$ cat src/rtl/mem_port_arbiter_pkg.sv
// mem_port_arbiter_pkg: op_type codes, FSM/owner encodings and op classification shared by the memory port logic.
package mem_port_arbiter_pkg;
    localparam logic [5:0] OP_LB  = 6'h10;
    localparam logic [5:0] OP_LH  = 6'h11;
    localparam logic [5:0] OP_LW  = 6'h12;
    localparam logic [5:0] OP_LBU = 6'h13;
    localparam logic [5:0] OP_LHU = 6'h14;
    localparam logic [5:0] OP_SB  = 6'h18;
    localparam logic [5:0] OP_SH  = 6'h19;
    localparam logic [5:0] OP_SW  = 6'h1A;
    localparam logic [31:0] ZERO_WORD = 32'h0000_0000;
    typedef enum logic [1:0] {
        IDLE  = 2'd0,
        ISSUE = 2'd1,
        WAIT  = 2'd2,
        DONE  = 2'd3
    } state_t;
    typedef enum logic {
        OWN_IF = 1'b0,
        OWN_LS = 1'b1
    } owner_t;
    function automatic logic is_load(input logic [5:0] op);
        return op inside {OP_LB, OP_LH, OP_LW, OP_LBU, OP_LHU};
    endfunction
    function automatic logic is_store(input logic [5:0] op);
        return op inside {OP_SB, OP_SH, OP_SW};
    endfunction
endpackage

$ cat src/rtl/mem_lane_align.sv
// mem_lane_align: byte-lane strobes/replicated write data for stores and extract/extend for loads.
module mem_lane_align
    import mem_port_arbiter_pkg::*;
(
    input  logic [5:0]  op,
    input  logic [1:0]  off,
    input  logic [31:0] wdata,
    input  logic [31:0] rdata,
    output logic [3:0]  wstrb,
    output logic [31:0] wdata_sh,
    output logic [31:0] rdata_ext
);
    logic [15:0] lo;
    // Bytes above the word fall off the shift, so a halfword at offset 3 gets a zero upper byte.
    assign lo = 16'(rdata >> {off, 3'b000});
    assign wstrb = op == OP_SB ? 4'b0001 << off :
                   op == OP_SH ? 4'b0011 << off :
                   op == OP_SW ? 4'b1111 : 4'b0000;
    assign wdata_sh = op == OP_SB ? {4{wdata[7:0]}} :
                      op == OP_SH ? {2{wdata[15:0]}} :
                      op == OP_SW ? wdata : ZERO_WORD;
    assign rdata_ext = op == OP_LB  ? {{24{lo[7]}}, lo[7:0]} :
                       op == OP_LBU ? {24'h0, lo[7:0]} :
                       op == OP_LH  ? {{16{lo[15]}}, lo} :
                       op == OP_LHU ? {16'h0, lo} :
                       op == OP_LW  ? rdata : ZERO_WORD;
endmodule

$ cat src/rtl/mem_port_arbiter.sv
// mem_port_arbiter: sequences LSU (priority) and IFU accesses onto one memory port, one transaction at a time.
// Define MEM_MISALIGN_CHECK_EN to complete misaligned lh/lhu/sh/lw/sw and fetches with err and no bus access.
module mem_port_arbiter
    import mem_port_arbiter_pkg::*;
#(
    parameter int TIMEOUT = 16,
    parameter int ADDR_W  = 32
) (
    input  logic              clk,
    input  logic              rst,
    input  logic              if_req,
    input  logic [ADDR_W-1:0] if_addr,
    output logic              if_done,
    output logic [31:0]       if_rdata,
    input  logic              ls_req,
    input  logic [5:0]        ls_op_type,
    input  logic [ADDR_W-1:0] ls_addr,
    input  logic [31:0]       ls_wdata,
    output logic              ls_done,
    output logic [31:0]       ls_rdata,
    output logic              ls_err,
    output logic              if_err,
    output logic              mem_req,
    output logic              mem_we,
    output logic [ADDR_W-1:0] mem_addr,
    output logic [31:0]       mem_wdata,
    output logic [3:0]        mem_wstrb,
    input  logic              mem_gnt,
    input  logic              mem_rvalid,
    input  logic [31:0]       mem_rdata
);
    state_t      state, nxt;
    owner_t      owner;
    logic [5:0]  op_q;
    logic [1:0]  off_q;
    logic [31:0] wd_cnt;
    logic        ls_mis, if_mis, idle_ok, ls_valid, granted, timeout;
    logic [3:0]  a_wstrb;
    logic [31:0] a_wdata, a_rdata;
`ifdef MEM_MISALIGN_CHECK_EN
    assign ls_mis = ((ls_op_type inside {OP_LH, OP_LHU, OP_SH}) && ls_addr[0]) ||
                    ((ls_op_type inside {OP_LW, OP_SW}) && ls_addr[1:0] != 2'b00);
    assign if_mis = if_addr[1:0] != 2'b00;
`else
    assign ls_mis = 1'b0;
    assign if_mis = 1'b0;
`endif
    // The cycle a done pulse is visible the requester still holds req, so IDLE must not resample it.
    assign idle_ok  = state == IDLE && !if_done && !ls_done;
    assign ls_valid = is_load(ls_op_type) || is_store(ls_op_type);
    assign granted  = mem_req && mem_gnt;
    assign timeout  = TIMEOUT != 0 && wd_cnt == 32'(TIMEOUT - 1);
    mem_lane_align u_align (
        .op        (state == IDLE ? ls_op_type : op_q),
        .off       (state == IDLE ? ls_addr[1:0] : off_q),
        .wdata     (ls_wdata),
        .rdata     (mem_rdata),
        .wstrb     (a_wstrb),
        .wdata_sh  (a_wdata),
        .rdata_ext (a_rdata)
    );
    always_ff @(posedge clk) state <= rst ? IDLE : nxt;
    always_comb begin
        nxt = state;
        case (state)
            IDLE:    nxt = !idle_ok ? IDLE :
                           ls_req   ? (ls_valid && !ls_mis ? ISSUE : DONE) :
                           if_req   ? (if_mis ? DONE : ISSUE) : IDLE;
            ISSUE:   nxt = !granted ? ISSUE : mem_we ? DONE : WAIT;
            WAIT:    nxt = mem_rvalid || timeout ? DONE : WAIT;
            default: nxt = IDLE;
        endcase
    end
    always_ff @(posedge clk) begin
        if (rst) begin
            owner     <= OWN_IF;
            op_q      <= '0;
            off_q     <= '0;
            wd_cnt    <= '0;
            mem_req   <= 1'b0;
            mem_we    <= 1'b0;
            mem_addr  <= '0;
            mem_wdata <= '0;
            mem_wstrb <= '0;
            if_done   <= 1'b0;
            ls_done   <= 1'b0;
            if_rdata  <= '0;
            ls_rdata  <= '0;
            if_err    <= 1'b0;
            ls_err    <= 1'b0;
        end else begin
            if_done <= state == DONE && owner == OWN_IF;
            ls_done <= state == DONE && owner == OWN_LS;
            mem_req <= state == ISSUE && !granted;
            wd_cnt  <= state == WAIT ? wd_cnt + 32'd1 : '0;
            if (idle_ok && ls_req) begin
                owner     <= OWN_LS;
                op_q      <= ls_op_type;
                off_q     <= ls_addr[1:0];
                mem_addr  <= ls_addr & ~ADDR_W'(3);
                mem_we    <= is_store(ls_op_type) && !ls_mis;
                mem_wdata <= a_wdata;
                mem_wstrb <= a_wstrb;
                ls_rdata  <= ZERO_WORD;
                ls_err    <= ls_mis;
            end else if (idle_ok && if_req) begin
                owner     <= OWN_IF;
                op_q      <= OP_LW;
                off_q     <= 2'b00;
                mem_addr  <= if_addr & ~ADDR_W'(3);
                mem_we    <= 1'b0;
                mem_wdata <= ZERO_WORD;
                mem_wstrb <= 4'b0000;
                if_rdata  <= ZERO_WORD;
                if_err    <= if_mis;
            end
            // rdata was cleared at accept, so a timeout only has to raise err.
            if (state == WAIT && mem_rvalid) begin
                if (owner == OWN_LS) ls_rdata <= a_rdata;
                else if_rdata <= mem_rdata;
            end else if (state == WAIT && timeout) begin
                if (owner == OWN_LS) ls_err <= 1'b1;
                else if_err <= 1'b1;
            end
        end
    end
endmodule

$ cat config.mk
export PLATFORM = sky130hd
export DESIGN_NAME = mem_port_arbiter
export DESIGN_NICKNAME = d
export VERILOG_FILES = /design/src/rtl/mem_port_arbiter_pkg.sv /design/src/rtl/mem_lane_align.sv /design/src/rtl/mem_port_arbiter.sv
export SDC_FILE = /design/constraint.sdc
export NUM_CORES = 1
export LEC_CHECK = 0
export CORE_MARGIN = 8
export CORE_UTILIZATION = 51
export DETAILED_ROUTE_END_ITERATION = 8
export MAX_ROUTING_LAYER = met4
export PLACE_DENSITY = 0.88
export REMOVE_ABC_BUFFERS = 1
export SYNTH_ARGS = -nofsm -noshare
export SYNTH_HDL_FRONTEND = slang
export SYNTH_SLANG_ARGS = --single-unit
$ cat constraint.sdc
create_clock -name clk -period 4 [get_ports clk]
set_input_delay 0.8 -clock clk [delete_from_list [all_inputs] [get_ports clk]]
set_output_delay 0.8 -clock clk [all_outputs]
set_load 0.1 [all_outputs]
# Word level (Yosys, flattened, before mapping)
# Cells that the tools add are included.
# Widths: inputs -> output; s select.
# totals
register_bits	179
latch_bits	0
ramBits	0
rom_bits	0
output_inout_bits	138
word_cells	112
mem_count	0
# classes
add_sub_neg	1
multipliers	0
div	0
order_cmp	0
n_eq_ne	20
shifts	3
mux	50
bitwise_logic	2
reduce_logical	20
# ops
cell	n
$mux 32	19
$eq 6x5->1 const B	16
$add 32x1->32 const B	1
$eq 32x4->1 const B	1
$shr 32x5->16	1
$mux 4	5
$mux 6	3
$mux 1	15
$mux 2	7
$logic_and 1x1->1	10
$pmux 2 s3	1
$reduce_bool 5->1	1
$eq 2x2->1 const B	2
$shl 1x2->4 const A	1
$shl 2x2->4 const A	1
$logic_not 1->1	3
$reduce_bool 3->1	1
$eq 2x1->1 const B	1
$logic_not 2->1	1
$logic_or 1x1->1	2
$not 1->1	2
$reduce_bool 2->1	1
$reduce_or 2->1	1

# Longest topological paths before layout
# Gate-level depths: netlist (run 1).
# logic_depth
depth_word	10
depth_mapped	11
mapped_depth_nobuf	7

# Cells and area by module
# A second synthesis (run 1) with hierarchy kept.
# unflattened
hier_cells	1034
area_unflattened_um2	8573.2
# modules_own_cells
module	n_inst	cells_per_inst	area_each_um2	seq_area_each_um2
mem_port_arbiter	1	796	6956.7	3583.4
mem_lane_align	1	238	1616.6	0.0

# Worst setup path before layout (run 1)
# No wires, ideal clock.
# synth_path
path_kind	input port to flip-flop
start	in ls_addr[1]
end	reg ls_rdata[12]
setup_time_ns	0.133
arrival_ns	2.378
path_slack_ns	1.488
path_stages	8
path_buffers	2
path_cell_list	or3b_1 -> buf_2 -> nand2_1 -> inv_1 -> a211o_1 -> a31oi_4 -> buf_4 -> a311oi_1
# synth_via
elab_chain_len	8
# synth_rtl
element	line_no	rtl
from (decl)	mem_port_arbiter.sv:17	input logic [ADDR_W-1:0] ls_addr,
$mux 2 *	mem_port_arbiter.sv:55	.off (state == IDLE ? ls_addr[1:0] : off_q),
$shr 32x5->16 *	mem_lane_align.sv:15	assign lo = 16'(rdata >> {off, 3'b000});
$mux 32	mem_lane_align.sv:25	op == OP_LHU ? {16'h0, lo} :
$mux 32	mem_lane_align.sv:24	op == OP_LH ? {{16{lo[15]}}, lo} :
$mux 32	mem_lane_align.sv:23	op == OP_LBU ? {24'h0, lo[7:0]} :
$mux 32 *	mem_lane_align.sv:22	assign rdata_ext = op == OP_LB ? {{24{lo[7]}}, lo[7:0]} :
$mux 32 *	mem_port_arbiter.sv:119	if (owner == OWN_LS) ls_rdata <= a_rdata;
$mux 32 *	mem_port_arbiter.sv:118	if (state == WAIT && mem_rvalid) begin
to (signal assigned)	mem_port_arbiter.sv:119	
to (decl)	mem_port_arbiter.sv:20	output logic [31:0] ls_rdata,
# Every way passes the cells marked *; elsewhere a longest branch is shown, timed or not.
# A chain may end at the register's enable or synchronous reset.

# Worst setup path in the final report (run 1)
# layout_path
start	reg state[1]
end	reg ls_rdata[10]
# layout_via
elab_chain_len	10
elab_cells_between_ends	22
cone_classes	eq/ne: 6; shift: 1; mux: 10; reduce/logical: 5
# layout_rtl
element	line_no	rtl
from (decl)	mem_port_arbiter.sv:32	state_t state, nxt;
from (signal assigned)	mem_port_arbiter.sv:62	always_ff @(posedge clk) state <= rst ? IDLE : nxt;
parallel branches: the longest is 9 deep, another holds $shr 32x5->16	-	
$mux 32 *	mem_port_arbiter.sv:118	
# Every way passes the cells marked *.

==> results of run 1 <==
-- worst paths after layout --
| path | endpoint | slack (ns) | cells after the start |
|---|---|---|---|
| hold / removal | mem_wdata[25]$_SDFFE_PP0P_ | 0.46 | 2 |
| hold reg to reg | mem_wdata[25]$_SDFFE_PP0P_ | 0.46 | 2 |
| setup / recovery | ls_rdata[10]$_SDFF_PP0_ | 0.58 | 5 |
| setup reg to reg | ls_rdata[10]$_SDFF_PP0_ | 0.58 | 5 |
-- power groups by stage --
| stage | registers (mW) | logic (mW) | clock network, mW |
|---|---|---|---|
| after floorplan | 2.59 | 0.694 | 0 |
| after global placement | 1.98 | 1.95 | 0 |
| after detailed placement | 1.99 | 1.98 | 0 |
| after CTS | 1.95 | 1.99 | 1.89 |
| after global routing | 1.96 | 2.12 | 1.97 |
| final | 1.95 | 2.02 | 1.88 |
-- cell type report --
class                      count  area, um2
clock buffer                  17        425
antenna                        1       2.50
multi-input combinational    760       4770
tap                          225        282
sequential                   179       3580
fill                        1308       4850
timing repair buffer         300       2930
inverter                      12       45.0
clock inverter                15        225
-- registers in the layout, indices dropped and copies added (netlist names), 2 cells and up --
register   count
if_rdata      32
ls_rdata      32
mem_addr      30
mem_wdata     32
mem_wstrb      4
off_q          2
op_q           6
state          2
wd_cnt        32
-- stage by stage --
stage	area, um2	hold WS (ns)	utilization	worst slack (ns)
after global placement	11600	0.437	0.679	0.671
after global routing	12300	0.483	0.717	0.416
final	12300	0.456	0.717	0.576
after detailed placement	11600	0.446	0.679	0.635
after floorplan	8370	0.437	-	-1.06
after CTS	12300	0.455	0.717	0.688
-- metal layers --
| layer | part of all wire | GRT usage |
|---|---|---|
| met1 | 0.40 | 0.331 |
| met2 | 0.47 | 0.437 |
| met3 | 0.11 | 0.0905 |
| met4 | 0.027 | 0.109 |
| met5 | 0 | - |
-- critical path: stages (launching register included) --
cell and delay, ns:
dfxtp_1 0.62, or2_1 0.68, mux2i_4 0.83, nor3_1 0.20
a31oi_4 0.69, a311oi_1 0.22
-- synthesized netlist by cell type, drive strengths merged, types with 13 or more instances --
| cell | instances |
|---|---|
| nor2 | 120 |
| a2111oi | 24 |
| and4 | 13 |
| and3 | 13 |
| o31a | 14 |
| xnor2 | 17 |
| a21oi | 82 |
| o21ai | 64 |
| clkbuf | 73 |
| a311oi | 41 |
| nor3 | 15 |
| a22oi | 48 |
| nand3 | 67 |
| buf | 28 |
| nand2 | 74 |
| nand4 | 14 |
| a211oi | 38 |
| nor4 | 17 |
| dfxtp | 179 |
-- kinds of logic after synthesis --
logic type,after synthesis,share of synthesized area
xor gates and xnor gates,27,0.0268
adders and majority gates,5,0.00709
and+or+nand+nor,364,0.201
muxes,21,0.0325
other,1,0.000425
DFF,179,0.406
AOI/OAI and AO/OA,341,0.269
buffers and inverters,113,0.0573
==> impl_metrics.csv, run 1 <==
group,metric,value,unit
global_routing,antenna_found_initial,1,
job,cap_viol_max_count,0,
yosys,yosys_warnings,0,
clock_tree,numClockSinks,179,
worst_setup_path,worstSetupStartpointType,"flop",
global_routing,overflow,0,
yosys,ys_seq_elements,179,
global_routing,grt_max_degree,57,
placed_design,dp.cells,1476,
min_path,hp-class,"reg -> reg",
yosys,ys_types,68,
clock_tree,post_cts_resize_count,0,
pwr,clockPowerShare,0.321,
floorplanning,start_util,0.515,
pwr,p_int,3.57,mW
yosys,yosys.area.top_type,"dfxtp_1",
clock_tree,hold_buffers,0,
min_path,min-delay-start,"mem_wdata[25]$_SDFFE_PP0P_",
clock_tree,clkSlewWorstSetupHoldPaths,0.07,ns
placed_design,dp_hpwl,21400,um
clock_tree,cts-root-buf,"clkbuf_16",
cells_and_area,layout_common_cells,"clkdlybuf4s50_1, dfxtp_1, nor2_1",
worst_setup_path,worst-setup-path-type,"reg -> reg",
worst_setup_path,reg2reg_from,"state[1]$_SDFF_PP0_",
worst_setup_path,end_kind,"flop",
clock_tree,cts_tree,"done",
floorplanning,die_h,148,um
placed_design,port_buffers,273,
pwr,leakagePower,4.09,nW
timing,fin_setup_tns,0,ns
timing,skew,0.00816,ns
timing,hold_violations,0,
global_routing,first_global_vias,9073,
timing,period_share,0.856,
clock_tree,ctsHtreeMaxLevel,4,
clock_tree,cts_setup_buffers,0,
cells_and_area,stdcell_count,1509,
timing,slew_viol_final,0,
cells_and_area,drive_gt1_frac,0.0686,
yosys,synthCells,1051,
floorplanning,dieArea,21800,um2
timing,worstMarginPinSlew,1.07,ns
global_routing,track_usage,0.280,
floorplanning,ios,278,
yosys,yosysTopAreaCellShare,0.406,
yosys,ys_top_cells_by_area,"dfxtp_1, nor2_1, a21oi_1",
floorplanning,rows,48,
route,wl_per_cell,20.6,um
worst_setup_path,arrival,3.69,ns
timing,slew_headroom,0.286,
yosys,avgSynthCellArea,8.40,um2
yosys,ys_seq_area_frac,0.406,
pwr,p_total,5.84,mW
timing,rsz0062_at_grt,"false",
yosys,ys_async_sr_fraction,0,
pwr,power_density,476,nW/um2
pwr,irDropWorstVdd,0.394,mV
route,wirelength,31100,um
route,final_antenna_net_count,0,
pwr,sequentialPowerShare,0.333,
clock_tree,clock_path_buffers,2,
placed_design,place_congestion,0.891,
pwr,p_sw_frac,0.389,
outcome,status,"finished, final reports clean",
clock_tree,numCtsBuffers,17,
worst_setup_path,startpoint,"state[1]$_SDFF_PP0_",
worst_setup_path,required,4.27,ns
worst_setup_path,critical_path_peak_fanout,24,
floorplanning,core,17100,um2
floorplanning,die_width,148,um
yosys,synth-main-ff-cell,"dfxtp_1",
timing,setup_viol,0,
timing,min_period,3.42,ns
route,dr.first_iter.drc_count,962,
route,num_vias,9412,
cells_and_area,layout.nets,1415,
yosys,synth_edf_count,0,
route,firstDrtPassIters,7,
pwr,combPwrFrac,0.345,
route,drc,0,
clock_tree,clock_latency,0.44,ns
cells_and_area,syn2layout_area_growth,39.0,%
pwr,power_switching,2.27,mW
yosys,syn_area,8820,um2
cells_and_area,final_common_cell,"clkdlybuf4s50_1",
global_routing,grt_pass1_wl,48400,um
route,viasPerCell,6.24,
timing,fmax,292,MHz
No activity file was read; power rests on OpenSTA's default activity.
==> run 2, diff against run 1 <==
Settings changed: ABC_AREA set to 1.
==> run 2 against run 1 <==
Critical path depth rose by 4. Synthesized cell count rose by 28%. Utilization fell by 0.29 points. Register-to-register slack improved by 0.66 ns. Synthesized area rose by 0.84%. Routed wire length barely moved. Worst hold slack improved by 0.0046 ns. Final cell count rose by 20%. Non-clock buffer count fell by 19.
==> impl_metrics.csv, run 2 <==
group,metric,value,unit
floorplanning,core,17200,um2
pwr,p_sw_frac,0.442,
timing,hold_violations,0,
route,drc,0,
yosys,synth_edf_count,0,
clock_tree,numClockSinks,179,
pwr,sequentialPowerShare,0.303,
min_path,hp-class,"reg -> reg",
timing,slew_viol_final,0,
worst_setup_path,regToRegSetupSlack,1.24,ns
route,wirelength,31100,um
clock_tree,cts-root-buf,"clkbuf_16",
clock_tree,clkSlewWorstSetupHoldPaths,0.07,ns
route,wl_per_cell,17.1,um
yosys,yosysTopAreaCellShare,0.403,
timing,fin_ws,1.21,ns
timing,period_share,0.698,
global_routing,first_global_vias,9064,
cells_and_area,syn2layout_area_growth,37.8,%
yosys,synth-main-ff-cell,"dfxtp_1",
yosys,synth_common_cells,"nand2_1, dfxtp_1, a21oi_1, inv_1, o21ai_0",
placed_design,pre_cts_ws,0.916,ns
cells_and_area,layout.nets,1718,
floorplanning,dieArea,21900,um2
pwr,clockPowerShare,0.266,
global_routing,track_usage,0.279,
floorplanning,die_h,148,um
placed_design,port_buffers,273,
global_routing,antenna_found_initial,2,
global_routing,grt_pass1_wl,48000,um
outcome,status,"finished, final reports clean",
cells_and_area,layout_common_cells,"nand2_1, clkdlybuf4s50_1, dfxtp_1",
clock_tree,numCtsBuffers,17,
yosys,ys_seq_elements,179,
yosys,syn_area,8900,um2
worst_setup_path,critPathSlowestCell,"nand2_1",
worst_setup_path,arrival,3.14,ns
route,num_vias,9863,
placed_design,dp_hpwl,22300,um
floorplanning,die_width,148,um
yosys,synthCells,1342,
pwr,power_density,552,nW/um2
clock_tree,post_cts_resize_count,0,
clock_tree,cts_tree,"done",
timing,fin_setup_tns,0,ns
cells_and_area,final_common_cell,"nand2_1",
floorplanning,ios,278,
yosys,yosys_warnings,0,
yosys,synth.most_common_cell,"nand2_1",
global_routing,grt_max_degree,66,
timing,worstMarginPinSlew,1.09,ns
yosys,yosys.area.top_type,"dfxtp_1",
clock_tree,clock_latency,0.43,ns
cells_and_area,drive_gt1_frac,0.0562,
worst_setup_path,worst-setup-path-type,"in -> reg",
pwr,irDropWorstVdd,0.439,mV
timing,fmax,358,MHz
pwr,combPwrFrac,0.431,
route,firstDrtPassIters,5,
worst_setup_path,slowest_delay,0.56,ns
timing,setup_viol,0,
global_routing,overflow,0,
yosys,ys_top_cells_by_area,"dfxtp_1, nand2_1, a21oi_1",
timing,min_period,2.79,ns
yosys,ys_async_sr_fraction,0,
pwr,power_switching,2.99,mW
pwr,p_int,3.78,mW
worst_setup_path,worstSetupStartpointType,"input pin",
global_routing,grt_util_met3,0.0583,
route,dr.first_iter.drc_count,844,
floorplanning,rows,48,
timing,rsz0062_at_grt,"false",
worst_setup_path,critical_path_peak_fanout,21,
global_routing,use_met1,0.333,
global_routing,grt_use_met2,0.458,
route,final_antenna_net_count,0,
worst_setup_path,crit_path_cell_trace,"clkdlybuf4s50_1 -> nand2_1 -> nand2_1 -> inv_2 -> o211ai_1 -> nand2_1 -> nand2_2 -> nand2_1 -> a21oi_1",
clock_tree,hold_buffers,0,
timing,slew_headroom,0.269,
pwr,leakagePower,4.71,nW
floorplanning,start_util,0.518,
timing,skew,0.00858,ns
global_routing,grt-busiest-layer,"met2",
job,cap_viol_max_count,0,
placed_design,place_congestion,0.919,
yosys,ys_types,40,
worst_setup_path,required,4.35,ns
clock_tree,ctsHtreeMaxLevel,4,
worst_setup_path,end_kind,"flop",
clock_tree,clock_path_buffers,2,
yosys,avgSynthCellArea,6.63,um2
route,viasPerCell,5.44,
yosys,ys_seq_area_frac,0.403,
worst_setup_path,crit_path_frequent_cell,"nand2_1",
clock_tree,cts_setup_buffers,0,
-- run 2: routing by layer --
metal,share of wire,up-vias
met5,0,-
li1,-,4847
met4,0.031,0
met2,0.48,461
met3,0.082,48
met1,0.41,4507
-- run 2: cell families (layout without fill, tap and decap cells) --
logic type	after synthesis	after routing	share of synthesized area
flip-flops	179	179	0.403
XOR/XNOR	1	1	0.000985
buffers and inverters	183	425	0.0868
AND/OR/NAND/NOR	640	640	0.300
adder cells (fa/ha/maj)	5	5	0.00703
other	1	4	0.000421
AO/OA/AOI/OAI	333	333	0.202
-- run 2: final cells by class --
class	instances	area, um2
fill	1401	4920
timing repair buffer	281	2790
multi-input combinational	981	4550
clock buffer	23	478
inverter	113	424
antenna	2	5.00
sequential	179	3580
tap	225	282
clock inverter	8	150
-- run 2: power groups by stage --
stage          clock network [mW]  registers [mW]  logic, mW
2_1_floorplan                   0            3.11       1.05
3_3_place_gp                    0            2.08       2.86
3_5_place_dp                    0            2.09       2.89
4_1_cts                      1.81            2.05       2.90
5_1_grt                      1.88            2.07       3.11
6_report                     1.80            2.05       2.91
-- run 2: path summary, 6_finish.rpt --
check | to | cells past startpoint | from
max | ls_rdata[28]$_SDFF_PP0_ | 9 | ls_addr[1]
min | wd_cnt[0]$_SDFF_PP0_ | 1 | wd_cnt[0]$_SDFF_PP0_
max reg2reg | ls_rdata[28]$_SDFF_PP0_ | 9 | state[0]$_SDFF_PP0_
min reg2reg | wd_cnt[0]$_SDFF_PP0_ | 1 | wd_cnt[0]$_SDFF_PP0_
-- run 2: per-stage QoR --
| step | hold WS [ns] | util | area, um2 | power [mW] | std cells |
|---|---|---|---|---|---|
| after CTS | 0.463 | 0.714 | 12300 | 6.76 | 1810 |
| final | 0.460 | 0.714 | 12300 | 6.76 | 1812 |
| after global routing | 0.482 | 0.714 | 12300 | 7.06 | 1812 |
| after floorplan | 0.418 | - | 8550 | 4.16 | 1273 |
| after detailed placement | 0.448 | 0.677 | 11600 | 4.98 | 1779 |
| after global placement | 0.431 | 0.677 | 11600 | 4.94 | 1779 |
-- run 2: critical path: cells and delay by family --
kind / cells / cell delay, ns
compound gates: 2 / 0.38
buf+inv: 2 / 0.82
simple gates: 5 / 1.14
==> run 3, diff against run 2 <==
Settings changed: CORE_UTILIZATION 51 to 43, PLACE_DENSITY 0.88 to 0.79.
Clock period 4 ns to 2.49 ns, I/O delays scaled along.
==> run 3 against run 2 <==
Final area fell by 0.56%. First-iteration DRC count down 1.8%. Worst setup slack worse by 0.95 ns. Sequential share of layout area is 0.16 points higher. Die area grew 17%.
==> impl_metrics.csv, run 3 (synthesis gave the netlist of run 2 again) <==
group,metric,value,unit
route,drc,0,
placed_design,port_buffers,273,
floorplanning,die_width,160,um
worst_setup_path,r2r_cells,10,
route,wirelength,30500,um
timing,worstMarginPinSlew,0.860,ns
pwr,power_density,881,nW/um2
floorplanning,start_util,0.438,
pwr,leakagePower,5.11,nW
route,num_vias,9792,
worst_setup_path,end_kind,"flop",
cells_and_area,final_util,0.601,
timing,rsz0062_at_grt,"false",
clock_tree,cts-root-buf,"clkbuf_16",
placed_design,dp_hpwl,22100,um
clock_tree,clock_latency,0.44,ns
worst_setup_path,required,2.86,ns
floorplanning,die_h,160,um
floorplanning,rows,52,
timing,skew,0.0138,ns
worst_setup_path,critical_path_peak_fanout,32,
clock_tree,hold_buffers,0,
route,final_antenna_net_count,0,
clock_tree,cts_setup_buffers,0,
route,viasPerCell,5.19,
min_path,whs_path_depth,2,
placed_design,dpl-instance-area,11600,um2
floorplanning,dieArea,25600,um2
global_routing,overflow,0,
timing,min_period,2.24,ns
worst_setup_path,worstSetupStartpointType,"flop",
global_routing,grt_max_degree,79,
floorplanning,ios,278,
clock_tree,numClockSinks,179,
min_path,hp-class,"in -> reg",
timing,fmax,447,MHz
job,cap_viol_max_count,0,
global_routing,first_global_vias,9136,
worst_setup_path,worst-setup-path-type,"reg -> reg",
cells_and_area,diodes,0,
route,firstDrtPassIters,5,
placed_design,place_congestion,0.896,
cells_and_area,layout.nets,1747,
global_routing,antenna_found_initial,0,
cells_and_area,final_common_cell,"nand2_1",
clock_tree,ctsHtreeMaxLevel,4,
floorplanning,core,20300,um2
cells_and_area,layout_common_cells,"nand2_1, dfxtp_1, a21oi_1, buf_4, clkdlybuf4s50_1",
cells_and_area,fillers,1932,
cells_and_area,drive_gt1_frac,0.160,
timing,hold_violations,0,
clock_tree,clock_path_buffers,2,
timing,period_share,0.898,
worst_setup_path,arrival,2.60,ns
route,dr.first_iter.drc_count,829,
timing,slew_viol_final,0,
clock_tree,numCtsBuffers,17,
cells_and_area,syn2layout_area_growth,37.0,%
route,wl_per_cell,16.2,um
clock_tree,cts_tree,"done",
pwr,irDropWorstVdd,0.501,mV
global_routing,track_usage,0.236,
cells_and_area,final_area,12200,um2
global_routing,grt_pass1_wl,48400,um
clock_tree,clkSlewWorstSetupHoldPaths,0.07,ns
timing,slew_headroom,0.426,
outcome,status,"finished, final reports clean",
timing,setup_viol,0,
run 3: cell count changes in the layout (fill, tap and decap cells not counted), sizes merged:
cell / change
buf: +165
bufinv: -4
clkbuf: -5
clkdlybuf4s50: -136
clkinv: +1
clkinvlp: -1
diode: -2
inv: +10
run 3: final cells by class:
| cell class | count | area, um2 | share of cell area |
|---|---|---|---|
| tap | 270 | 338 | 0.0277 |
| clock buffer | 18 | 439 | 0.0360 |
| timing repair buffer | 310 | 2720 | 0.223 |
| sequential | 179 | 3580 | 0.294 |
| multi-input combinational | 981 | 4560 | 0.374 |
| inverter | 113 | 424 | 0.0348 |
| clock inverter | 14 | 129 | 0.0106 |
run 3: worst max-delay path, stage by stage (launching register included):
cell and delay [ns]:
dfxtp_1 0.49, nor2_4 0.08, buf_4 0.21, nand2_2 0.09, nor2_4 0.04, inv_2 0.45
buf_4 0.46, nand2_1 0.09, nand2_1 0.07, nand2_1 0.05, a21oi_1 0.14
run 3: path summary, 6_finish.rpt:
path / from / end / slack [ns]
setup / recovery: state[0]$_SDFF_PP0_ / ls_rdata[25]$_SDFF_PP0_ / 0.25
hold / removal: rst / ls_err$_SDFF_PP0_ / 0.34
hold reg to reg: wd_cnt[0]$_SDFF_PP0_ / wd_cnt[0]$_SDFF_PP0_ / 0.46
setup reg to reg: state[0]$_SDFF_PP0_ / ls_rdata[25]$_SDFF_PP0_ / 0.25
run 3: through the flow:
stage          std cells  hold WS [ns]  power (mW)  setup slack (ns)  setup TNS, ns
2_1_floorplan       1273         0.418        6.68            -0.582         -44.28
3_3_place_gp        1853         0.429        8.08            -0.241          -5.49
3_5_place_dp        1853         0.448        8.13            -0.270          -5.85
4_1_cts             1885         0.344        10.8             0.115              0
5_1_grt             1885         0.352        11.3            0.0342              0
6_report            1885         0.344        10.7             0.254              0
run 3: metal layers:
layer	GRT usage	part of all wire	vias to the layer above
li1	-	-	4909
met1	0.291	0.44	4465
met2	0.378	0.46	378
met3	0.0563	0.081	40
met4	0.0722	0.020	0
met5	-	0	-
run 3: where the power goes:
part	switching (mW)	total (mW)	internal, mW	leakage, nW
Sequential	0.161	3.30	3.14	1.45
Combinational	3.54	4.79	1.26	3.37
Clock	1.30	2.65	1.35	0.284
run 3: what timing repair did:
item	CTS	global route
resized for setup	0	2
hold endpoints to repair	0	0
setup endpoints to repair	0	25
